### src/rtl/uart_pkg.sv
// Shared UART definitions: FSM state encoding and 8N1 frame constants,
// used by both the transmit and receive paths.
package uart_pkg;

  typedef enum logic [1:0] {
    IDLE,
    START,
    DATA,
    STOP
  } uart_state_e;

  localparam int   DATA_BITS = 8;
  localparam int   STOP_BITS = 1;
  localparam logic LINE_IDLE = 1'b1;

endpackage

### src/rtl/uart_tx_fifo_mem.sv
// Small synchronous FIFO with a combinational head read. Push while full
// and pop while empty are ignored, so callers may strobe freely.
module uart_tx_fifo_mem #(
  parameter int DEPTH_LOG2 = 2,
  parameter int WIDTH      = 8
) (
  input  logic                  sysclk,
  input  logic                  reset,
  input  logic                  push,
  input  logic [WIDTH-1:0]      wr_data,
  input  logic                  pop,
  output logic [WIDTH-1:0]      rd_data,
  output logic                  full,
  output logic                  empty,
  output logic [DEPTH_LOG2:0]   count
);

  localparam int                    DEPTH   = 2 ** DEPTH_LOG2;
  localparam logic [DEPTH_LOG2-1:0] PTR_ONE = DEPTH_LOG2'(1);
  localparam logic [DEPTH_LOG2:0]   CNT_ONE = (DEPTH_LOG2 + 1)'(1);

  logic [WIDTH-1:0]      mem [DEPTH];
  logic [DEPTH_LOG2-1:0] wr_ptr;
  logic [DEPTH_LOG2-1:0] rd_ptr;
  logic                  do_push;
  logic                  do_pop;

  assign full    = (count == (DEPTH_LOG2 + 1)'(DEPTH));
  assign empty   = (count == '0);
  assign do_push = push && !full;
  assign do_pop  = pop && !empty;
  assign rd_data = mem[rd_ptr];

  // NOTE: storage has no reset; entries are only readable after a push, and
  // leaving the array out of the reset keeps it mappable to plain RAM.
  always_ff @(posedge sysclk) begin
    if (do_push) mem[wr_ptr] <= wr_data;
  end

  always_ff @(posedge sysclk) begin
    if (!reset) begin
      wr_ptr <= '0;
      rd_ptr <= '0;
      count  <= '0;
    end else begin
      if (do_push) wr_ptr <= wr_ptr + PTR_ONE;
      if (do_pop)  rd_ptr <= rd_ptr + PTR_ONE;
      case ({do_push, do_pop})
        2'b10:   count <= count + CNT_ONE;
        2'b01:   count <= count - CNT_ONE;
        default: count <= count;
      endcase
    end
  end

endmodule

### src/rtl/uart_tx_fifo.sv
// Memory-mapped UART transmitter: CPU writes land in a FIFO that an 8N1
// serializer drains at CLK_FREQ/BAUD cycles per bit, with polling status.
module uart_tx_fifo
  import uart_pkg::*;
#(
  parameter int CLK_FREQ   = 100_000_000,
  parameter int BAUD       = 9600,
  parameter int DEPTH_LOG2 = 2
) (
  input  logic       sysclk,
  input  logic       reset,
  input  logic       wr_en,
  input  logic [7:0] wr_data,
  output logic       full,
  output logic       busy,
  output logic       overflow,
  input  logic       clr_ovf,
  output logic       tx_done,
  output logic       UART_TX
);

  localparam int               DIV      = CLK_FREQ / BAUD;
  localparam int               CNT_W    = (DIV > 1) ? $clog2(DIV) : 1;
  localparam logic [CNT_W-1:0] CNT_LAST = CNT_W'(DIV - 1);
  localparam logic [CNT_W-1:0] CNT_PRE  = CNT_W'(DIV - 2);
  localparam logic [CNT_W-1:0] CNT_ONE  = CNT_W'(1);
  localparam logic [2:0]       BIT_LAST = 3'(DATA_BITS - 1);

  uart_state_e         state;
  logic [CNT_W-1:0]    baud_cnt;
  logic [2:0]          bit_idx;
  logic [7:0]          shift;
  logic                tx_line;
  logic                tx_done_r;
  logic                ovf_r;
  logic                last_tick;
  logic                pop;
  logic                fifo_empty;
  logic [7:0]          fifo_data;
  logic [DEPTH_LOG2:0] fifo_count;

  uart_tx_fifo_mem #(
    .DEPTH_LOG2(DEPTH_LOG2),
    .WIDTH     (8)
  ) u_mem (
    .sysclk (sysclk),
    .reset  (reset),
    .push   (wr_en),
    .wr_data(wr_data),
    .pop    (pop),
    .rd_data(fifo_data),
    .full   (full),
    .empty  (fifo_empty),
    .count  (fifo_count)
  );

  assign last_tick = (baud_cnt == CNT_LAST);
  // A new frame is fetched either from idle or straight out of the stop bit.
  assign pop       = !fifo_empty && ((state == IDLE) || (state == STOP && last_tick));

  assign busy      = (state != IDLE) || (fifo_count != '0);
  assign overflow  = ovf_r;
  assign tx_done   = tx_done_r;
  assign UART_TX   = tx_line;

  // NOTE: non-blocking assignments throughout, so every branch below sees
  // the pre-edge state and the registers update together.
  always_ff @(posedge sysclk) begin
    if (!reset) begin
      state     <= IDLE;
      baud_cnt  <= '0;
      bit_idx   <= '0;
      shift     <= '0;
      tx_line   <= LINE_IDLE;
      tx_done_r <= 1'b0;
    end else begin
      // Registered one cycle ahead so the pulse covers the final stop cycle.
      tx_done_r <= (state == STOP) && (baud_cnt == CNT_PRE);
      baud_cnt  <= (state == IDLE || last_tick) ? '0 : baud_cnt + CNT_ONE;
      case (state)
        IDLE: begin
          if (pop) begin
            shift   <= fifo_data;
            state   <= START;
            tx_line <= ~LINE_IDLE;
          end else begin
            tx_line <= LINE_IDLE;
          end
        end
        START: begin
          if (last_tick) begin
            state   <= DATA;
            bit_idx <= '0;
            tx_line <= shift[0];
          end
        end
        DATA: begin
          if (last_tick) begin
            shift   <= shift >> 1;
            bit_idx <= bit_idx + 3'd1;
            if (bit_idx == BIT_LAST) begin
              state   <= STOP;
              tx_line <= LINE_IDLE;
            end else begin
              tx_line <= shift[1];
            end
          end
        end
        STOP: begin
          if (last_tick) begin
            if (pop) begin
              shift   <= fifo_data;
              state   <= START;
              tx_line <= ~LINE_IDLE;
            end else begin
              state   <= IDLE;
              tx_line <= LINE_IDLE;
            end
          end
        end
        default: state <= IDLE;
      endcase
    end
  end

  // A dropped write outranks a same-cycle clear so no drop goes unreported.
  always_ff @(posedge sysclk) begin
    if (!reset)              ovf_r <= 1'b0;
    else if (wr_en && full)  ovf_r <= 1'b1;
    else if (clr_ovf)        ovf_r <= 1'b0;
  end

endmodule
### config.mk
export PLATFORM = sky130hd
export DESIGN_NAME = uart_tx_fifo
export DESIGN_NICKNAME = d
export VERILOG_FILES = /design/src/rtl/uart_pkg.sv /design/src/rtl/uart_tx_fifo_mem.sv /design/src/rtl/uart_tx_fifo.sv
export SDC_FILE = /design/constraint.sdc
export NUM_CORES = 1
export LEC_CHECK = 0
export BUFFER_PORTS_ARGS = -buffer_cell sky130_fd_sc_hd__buf_4
export CAP_MARGIN = 30
export CORE_MARGIN = 2
export CORE_UTILIZATION = 45
export DETAILED_ROUTE_END_ITERATION = 10
export SYNTH_ARGS = -nofsm -noshare
export SYNTH_HDL_FRONTEND = slang
export SYNTH_SLANG_ARGS = --single-unit
### constraint.sdc
create_clock -name sysclk -period 7.55 [get_ports sysclk]
set_input_delay 1.51 -clock sysclk [delete_from_list [all_inputs] [get_ports sysclk]]
set_output_delay 1.51 -clock sysclk [all_outputs]
set_load 0.03 [all_outputs]
Yosys cells after proc, flatten, opt, wreduce, memory -nomap -nowiden. Memories as Yosys holds them, arrays and structs flattened. A register that Yosys moved wholly into a read port is not among the register bits. Index checks and enable logic that the tools add are counted.

Equal/unequal tests: 14. Mux-type cells: 27. Reductions and logical operators: 24. Bitwise operators: 1. Add/sub/neg operators: 6.

Operator list (count): $eq 14x14->1 const B (2); $mux 8 (3); $pmux 8 s3 (1); $add 14x1->14 const B (1); $mux 2 (7); $pmux 3 s2 (2); $mux 1 (10); $reduce_and 3->1 (3); $ne 2x2->1 const B (4); $pmux 2 s4 (1); $reduce_bool 2->1 (4); $add 3x1->3 const B (2); $eq 2x2->1 const B (3); $eq 3x3->1 const B (2); $logic_and 1x1->1 (6); $mux 3 (2); $reduce_bool 3->1 (2); $reduce_and 5->1 (1); $add 2x1->2 const B (2); $eq 2x1->1 const B (2); $pmux 1 s4 (1); $logic_not 3->1 (1); $logic_or 1x1->1 (3); $sub 3x1->3 const B (1); 5 further kinds (6).

Memories kept: 1. Bits of input ports: 12. Logic and storage cells: 83. RAM bits: 32. Register bits: 37.

Memories: u_mem.mem (depth 4, width 8, read ports 1, clocked after Yosys merged registers in 1, wr ports 1, line uart_tx_fifo_mem.sv:22) `logic [WIDTH-1:0] mem [DEPTH];`.

Logic depth before layout (Yosys ltp). Gate-level depths: netlist of run 1.

Depth after elaboration: 7. Depth in mapped cells: 11. Mapped depth without buffers: 11.

Modules after synthesis. A second synthesis of run 1 with hierarchy kept.

Cells, all modules: 272. Area, all modules: 3304.4 µm².

By module, submodules not included: uart_tx_fifo (cells each 176, area each 1660.3 µm², instances 1, sequential area each 600.6 µm²); uart_tx_fifo_mem (cells each 96, area each 1644.1 µm², instances 1, sequential area each 1141.1 µm²).

Least setup slack after synthesis of run 1. OpenSTA, ideal clock, no wires.

Path kind: input to register. Start: input port wr_en. End: register u_mem.count[2]. Setup time: 71 ps. Arrival: 2870 ps. Buffers on the path: 0. Required time: 7479 ps. Stages on the path: 8. Path slack: 4609 ps. Cell sequence: and2_1 -> inv_1 -> ha_1 -> inv_1 -> fa_1 -> xor2_1 -> or3_1 -> a21oi_1.

Word-level cells in the longest chain between the ends: 3. Elaborated cells on any way between the ends: 5. Those cells by class: eq/ne (2); mux (1); reduce/logical (2).

RTL lines: start, declared (line uart_tx_fifo.sv:12) `input logic wr_en,`; $logic_and 1x1->1 (*) (line uart_tx_fifo_mem.sv:30) `assign do_push = push && !full;`; $eq 2x1->1 or $eq 2x2->1 (tied branches) (line uart_tx_fifo_mem.sv:48) `case ({do_push, do_pop})`; $pmux 3 s2 or $reduce_bool 2->1 (tied branches); end signal, assigned (line uart_tx_fifo_mem.sv:49) `2'b10: count <= count + CNT_ONE;`; end signal, assigned (line uart_tx_fifo_mem.sv:50) `2'b01: count <= count - CNT_ONE;`; end signal, assigned (line uart_tx_fifo_mem.sv:51) `default: count <= count;`; end, declared (line uart_tx_fifo_mem.sv:15) `output logic [DEPTH_LOG2:0] count`.

Mark *: on every way between the ends. The rest lies on a longest branch, timed or not. A chain may end at the register's enable or synchronous reset.

Final worst setup path of run 1.
Start: register baud_cnt[12]. End: register u_mem.count[2].

Word-level cells in the longest chain between the ends: 7. Elaborated cells on any way between the ends: 9. Those cells by class: eq/ne (3); mux (1); reduce/logical (5).

RTL lines: start, declared (line uart_tx_fifo.sv:30) `logic [CNT_W-1:0] baud_cnt;`; start signal, assigned (line uart_tx_fifo.sv:79) `baud_cnt <= (state == IDLE || last_tick) ? '0 : baud_cnt + CNT_ONE;`; $eq 14x14->1 (*) (line uart_tx_fifo.sv:57) `assign last_tick = (baud_cnt == CNT_LAST);`; $logic_and 1x1->1 (*) (line uart_tx_fifo.sv:59) `assign pop = !fifo_empty && ((state == IDLE) || (state == STOP && last_tick));`; $logic_or 1x1->1 (*) (line uart_tx_fifo.sv:59); $logic_and 1x1->1 (*) (line uart_tx_fifo.sv:59); $logic_and 1x1->1 (*) (line uart_tx_fifo_mem.sv:31) `assign do_pop = pop && !empty;`; net u_mem.do_pop (line uart_tx_fifo_mem.sv:26) `logic do_pop;`; $eq 2x1->1 or $eq 2x2->1 (tied branches) (line uart_tx_fifo_mem.sv:48); $pmux 3 s2 or $reduce_bool 2->1 (tied branches).

The timed path passes the listed nets; every way through them passes the cells marked *.

==> flow_metrics.py, run 1 <==
metrics = {
    "power_and_ir_drop": {
        "p_leak_nw": 1.34,
        "p_total_mw": 1.26,
        "pwr_density_cell_nw_per_um2": 359,
        "ir_drop_uv": 235,
    },
    "cts": {
        "post_cts.repair.setup_buffers": 0,
        "cts-hold-fix-buffers": 0,
        "root_buffer": "clkbuf_8",
        "cts.clk_slew.worst_paths_ns": 0.08,
        "cts_max_path_buffers": 2,
        "numCtsBuffers": 9,
        "cts_tree": "built",
        "clk_latency_ns": 0.34,
        "post_cts_resized": 0,
        "cts_htree_levels": 3,
        "cts.sinks": 71,
    },
    "synthesis": {
        "synth_edf_count": 32,
        "synth_fp_nets": 288,
        "ys_seq_area_frac": 0.562,
        "ys_types": 38,
        "synth_top_area_frac": 0.310,
        "synthFlopType": "dfxtp_1",
        "avgSynthCellArea_um2": 11.9,
        "synth_compound_area_frac": 0.0747,
        "synth_area_leaders": "edfxtp_1 (31%), dfxtp_1 (25%), ha_1 (6.1%), mux4_2 (5.8%), nor2_1 (3.1%)",
        "async_flop_share": 0,
        "synth_common_cells": "dfxtp_1 (39), edfxtp_1 (32), nor2_1 (26)",
        "synth_most_common_cell": "dfxtp_1",
        "ys_ff_latch": 71,
        "synthMuxAreaShare": 0.0839,
        "synth_top_cell_by_area": "edfxtp_1",
        "yosys_warnings": 0,
        "synth_top_family_by_area": "simple AND/OR/NAND/NOR gates",
        "synth_cells": 260,
        "syn_area_um2": 3100,
        "synth_fa_ha_area_frac": 0.0670,
        "synth-simple-area-share": 0.140,
        "synthXorXnorAreaFrac": 0.0424,
    },
    "routing": {
        "drc_errors": 0,
        "drt_iter0_markers": 83,
        "finalWirelength_um": 5200,
        "avgViaCountPerCell": 5.24,
        "vias": 1909,
        "ant_nets": 0,
        "wire_per_inst_um": 14.3,
        "drt_pass1_iterations": 4,
    },
    "setup_path": {
        "arrival_ns": 3.39,
        "cpMostUsedCell": "inv_1",
        "cp_top_family": "simple AND/OR/NAND/NOR gates",
        "path_depth": 10,
        "cp_cell_sequence": "or4b_4 -> or4_4 -> a21o_1 -> inv_1 -> ha_1 -> inv_1 -> fa_1 -> xor2_1 -> or3_1 -> a21oi_1",
        "path_max_fanout": 6,
        "slowest_stage": "or4b_4",
        "required_ns": 7.82,
        "worst_setup_path_start_kind": "flop",
        "reg2reg_depth": 10,
        "endpoint_kind": "flop",
        "slowest_delay_ns": 0.58,
        "worst-setup-path-type": "reg -> reg",
        "path_buf_inv": 2,
    },
    "final_layout": {
        "stdcell_area_um2": 3510,
        "instances_no_fill": 364,
        "nets": 307,
        "num-fill-cells": 577,
        "diodes": 0,
        "fin_util": 0.522,
        "drive_gt1_frac": 0.158,
        "syn_to_final_growth_pct": 13.2,
    },
    "min_path": {
        "min_path_cells": 2,
        "hp-class": "reg -> reg",
    },
    "sta": {
        "period_minus_slack_ns": 3.13,
        "skew_ns": 0.00723,
        "slew_headroom": 0.565,
        "finalSetupViolations": 0,
        "rsz0062_at_grt": "no",
        "fin_tns_setup_ns": 0,
        "hold_viol": 0,
        "post-route-period-util": 0.414,
        "worst_pin_slew_ns": 0.651,
        "timing.final.ws_setup_ns": 4.42,
        "whs_ns": 0.460,
        "maxSlewViolCount": 0,
        "clock.fmax_ghz": 0.320,
    },
    "grt": {
        "grt_pass1_vias": 1806,
        "grt-ovfl-total": 0,
        "grt_antenna_before_repair": 0,
        "grt_max_degree": 22,
        "grt_pass1_wl_um": 8750,
        "track_usage": 0.154,
    },
    "placed_design": {
        "numPortBuffers": 16,
        "place_inst": 348,
        "dp_slack_ns": 4.39,
        "placed_cell_area_um2": 3280,
        "routabilityCongestion": 0.706,
        "place_hpwl_um": 3620,
    },
    "die": {
        "dieArea_um2": 7570,
        "dieHeight_um": 87.0,
        "io_pins": 17,
        "rows": 30,
        "core_um2": 6720,
        "fp.dieW_um": 87.0,
        "initial_core_util": 0.461,
    },
    "outcome": {
        "status": "finished, final reports clean",
    },
    "run": {
        "maxCapViolCount": 0,
    },
}
-- placed cells by master (no fill, tap or decap), types with 2 or more instances in the layout --
master / count
a211oi_1: 8
a21oi_1: 18
and2_1: 5
and3_1: 7
buf_4: 16
bufinv_16: 2
clkbuf_8: 9
dfxtp_1: 39
edfxtp_1: 32
ha_1: 15
inv_1: 15
inv_6: 3
mux2i_1: 8
mux4_2: 8
nand2_1: 15
nand3_1: 8
nand4_1: 4
nor2_1: 26
nor3_1: 3
o21ai_0: 5
or3_1: 4
or4_4: 2
xnor2_1: 7
xor2_1: 8
-- path summary, 6_finish.rpt --
path                                    from        endpoint  slack (ns)
worst max-delay path            baud_cnt[12]  u_mem.count[2]        4.42
worst min-delay path              bit_idx[1]      bit_idx[1]        0.46
worst max register to register  baud_cnt[12]  u_mem.count[2]        4.42
worst min register to register    bit_idx[1]      bit_idx[1]        0.46
-- worst reg2reg max path: stages, from the launching register on --
cell and delay (ns):
dfxtp_1 0.34, or4b_4 0.58, or4_4 0.55, a21o_1 0.25
inv_1 0.12, ha_1 0.19, inv_1 0.06, fa_1 0.37
xor2_1 0.15, or3_1 0.30, a21oi_1 0.14
-- layout make-up --
cell class | count | area, um2 | share of cell area
timing repair buffer | 16 | 120 | 0.0342
sequential | 71 | 1740 | 0.496
clock inverter | 7 | 103 | 0.0292
multi-input combinational | 166 | 1260 | 0.360
inverter | 15 | 56.3 | 0.0160
tap | 80 | 100 | 0.0285
clock buffer | 9 | 124 | 0.0353
-- registers in the layout (all words and copies together), names as in the netlist, named ones only --
register	flops
u_mem.count	3
u_mem.rd_ptr	2
bit_idx	3
u_mem.mem	32
state	2
u_mem.wr_ptr	2
UART_TX	1
baud_cnt	14
overflow	1
tx_done	1
shift	8
-- routing by layer --
metal / vias up / wire (um) / global-route usage
li1: 973 / - / -
met1: 904 / 2440 / 0.191
met2: 25 / 2500 / 0.246
met3: 7 / 165 / 0.0569
met4: 0 / 95 / 0.0597
met5: - / 0 / 0
-- report_power, final --
part	leakage, nW	total (mW)	internal (mW)	switching (mW)
sequential	0.611	0.507	0.462	0.0447
clock	0.111	0.341	0.190	0.151
combinational	0.615	0.412	0.173	0.239
-- cell families after synthesis --
| group | after synthesis |
|---|---|
| DFF | 71 |
| buffers and inverters | 23 |
| AOI/OAI and AO/OA | 38 |
| and+or+nand+nor | 81 |
| adders and majority gates | 16 |
| muxes | 16 |
| xor gates and xnor gates | 15 |
(Power assumes the default switching activity.)
==> run 2, diff against run 1 <==
- clock period: 7.55 -> 3.05 ns (I/O delays scaled with it)
==> run 2 against run 1 <==
Compared with the run above: clock-buffer cell count stayed put; sequential power is 150% higher; flip-flop and latch count stayed put; clock power is 110% higher; fmax is 7.7% higher; global-route usage is 0.14 points higher; critical endpoint unchanged; largest cell class unchanged; highest routed layer unchanged.
==> flow_metrics.py, run 2 (same netlist as run 1, synthesis figures left out) <==
metrics = {
    "final_layout": {
        "regArea_um2": 1740,
        "nets": 311,
        "drive_gt1_frac": 0.188,
        "num-fill-cells": 608,
        "syn_to_final_growth_pct": 13.1,
        "fin_util": 0.522,
        "top_regs": "u_mem.mem (32), baud_cnt (14), shift (8)",
        "final_common_cell": "dfxtp_1",
        "final_cell_mix": "dfxtp_1 (38), edfxtp_1 (32), nor2_1 (26)",
        "multi_input_area_um2": 1270,
        "largest_reg_flops": 32,
        "diodes": 0,
        "top_register": "u_mem.mem",
    },
    "die": {
        "dieArea_um2": 7570,
        "fp.dieW_um": 87.0,
        "initial_core_util": 0.461,
        "io_pins": 17,
        "dieHeight_um": 87.0,
        "rows": 30,
        "core_um2": 6720,
    },
    "power_and_ir_drop": {
        "p_clk_frac": 0.231,
        "p_leak_nw": 1.33,
        "p_sw_mw": 1.13,
        "pwr_density_cell_nw_per_um2": 869,
        "power_frac_comb": 0.358,
        "p_seq_frac": 0.411,
        "p_int_mw": 1.92,
        "ir_drop_uv": 391,
        "p_sw_frac": 0.369,
    },
    "setup_path": {
        "required_ns": 3.34,
        "slowest_stage": "or4b_4",
        "slowest_delay_ns": 0.55,
        "endpoint_kind": "flop",
        "cp_top_family": "simple AND/OR/NAND/NOR gates",
        "worst-setup-path-type": "reg -> reg",
        "arrival_ns": 3.19,
        "path_buf_inv": 2,
        "cp_cell_sequence": "or4b_4 -> or4_4 -> a21o_1 -> inv_2 -> ha_2 -> inv_1 -> fa_2 -> xor2_1 -> or3_1 -> a21oi_2",
        "worst_setup_path_start_kind": "flop",
        "path_max_fanout": 3,
    },
    "grt": {
        "grt_antenna_before_repair": 0,
        "grt_max_degree": 21,
        "grt_pass1_wl_um": 8890,
        "track_usage": 0.156,
        "grt-ovfl-total": 0,
        "grt_pass1_vias": 1913,
    },
    "placed_design": {
        "numPortBuffers": 16,
        "place_hpwl_um": 3800,
        "routabilityCongestion": 0.808,
    },
    "cts": {
        "numCtsBuffers": 9,
        "cts.clk_slew.worst_paths_ns": 0.09,
        "cts_htree_levels": 3,
        "cts_tree": "built",
        "cts.sinks": 71,
        "root_buffer": "clkbuf_8",
        "clk_latency_ns": 0.35,
        "cts_max_path_buffers": 2,
    },
    "routing": {
        "avgViaCountPerCell": 5.27,
        "vias": 1939,
        "ant_nets": 0,
        "finalWirelength_um": 5400,
        "drt_pass1_iterations": 4,
        "drc_errors": 0,
        "drt_iter0_markers": 42,
        "wire_per_inst_um": 14.7,
    },
    "sta": {
        "clock.fmax_ghz": 0.345,
        "hold_viol": 0,
        "skew_ns": 0.00720,
        "worst_pin_slew_ns": 0.549,
        "post-route-period-util": 0.951,
        "finalSetupViolations": 0,
        "fin_tns_setup_ns": 0,
        "slew_headroom": 0.631,
        "rsz0062_at_grt": "no",
        "period_minus_slack_ns": 2.90,
        "maxSlewViolCount": 0,
    },
    "min_path": {
        "hp-class": "in -> reg",
    },
    "run": {
        "maxCapViolCount": 0,
    },
    "outcome": {
        "status": "finished, final reports clean",
    },
}
[run 2: cell count changes in the layout (fill, tap and decap cells not counted), sizes merged]
| cell | delta |
|---|---|
| buf | +4 |
| bufinv | -2 |
| inv | +1 |
| clkinvlp | +1 |
[run 2: cell type report]
| cell class | instances | area share |
|---|---|---|
| flip-flops and latches | 71 | 0.497 |
| repair buffers | 20 | 0.0428 |
| clock inverters | 7 | 0.0175 |
| inverters | 15 | 0.0161 |
| clock buffers | 9 | 0.0353 |
| multi-input cells | 166 | 0.363 |
| well taps | 80 | 0.0285 |
[run 2: worst reg2reg max path: cells and delay by family, from the launching register on]
family / cells / cell delay (ns)
AND/OR/NAND/NOR: 3 / 1.41
adder cells (fa/ha/maj): 2 / 0.51
flip-flops: 1 / 0.34
AO/OA/AOI/OAI: 2 / 0.33
XOR/XNOR: 1 / 0.15
buffers and inverters: 2 / 0.12
[run 2: worst paths after layout]
kind          startpoint         endpoint  slack [ns]  cells after the start
min           wr_data[5]  u_mem.mem[1][5]        0.45                      1
max          baud_cnt[9]   u_mem.count[2]        0.15                     10
max reg2reg  baud_cnt[9]   u_mem.count[2]        0.15                     10
min reg2reg   bit_idx[1]       bit_idx[1]        0.46                      2
[run 2: repair_timing]
item                       4_1_cts  5_1_grt
hold buffers                     0        0
hold endpoints to repair         0        0
gates resized for setup          0        5
setup endpoints to repair        0        1
setup buffers                    0        1
[run 2: stage by stage]
step	setup slack [ns]	instances	hold slack [ns]	area (um2)	total power, mW
6_report	0.149	368	0.453	3510	3.05
5_1_grt	0.0383	368	0.446	3510	3.26
4_1_cts	0.0300	367	0.443	3490	3.07
3_5_place_dp	0.0426	351	0.454	3300	2.36
3_3_place_gp	0.105	351	0.446	3300	2.35
2_1_floorplan	0.128	260	0.430	3100	2.10
[run 2: per-layer routing]
| metal | track usage | share of wire | wire length [um] | vias up |
|---|---|---|---|---|
| met4 | 0.0724 | 0.020 | 106 | 0 |
| met5 | 0 | 0 | 0 | - |
| met3 | 0.0370 | 0.028 | 152 | 10 |
| li1 | - | - | - | 979 |
| met2 | 0.261 | 0.48 | 2590 | 26 |
| met1 | 0.189 | 0.47 | 2550 | 924 |
[run 2: power by group through the flow]
stage          clock network (mW)  registers [mW]  logic [mW]
3_5_place_dp                    0            1.28        1.08
4_1_cts                     0.723            1.26        1.09
6_report                    0.704            1.25        1.09
2_1_floorplan                   0            1.23       0.866
5_1_grt                     0.777            1.28        1.21
3_3_place_gp                    0            1.28        1.07
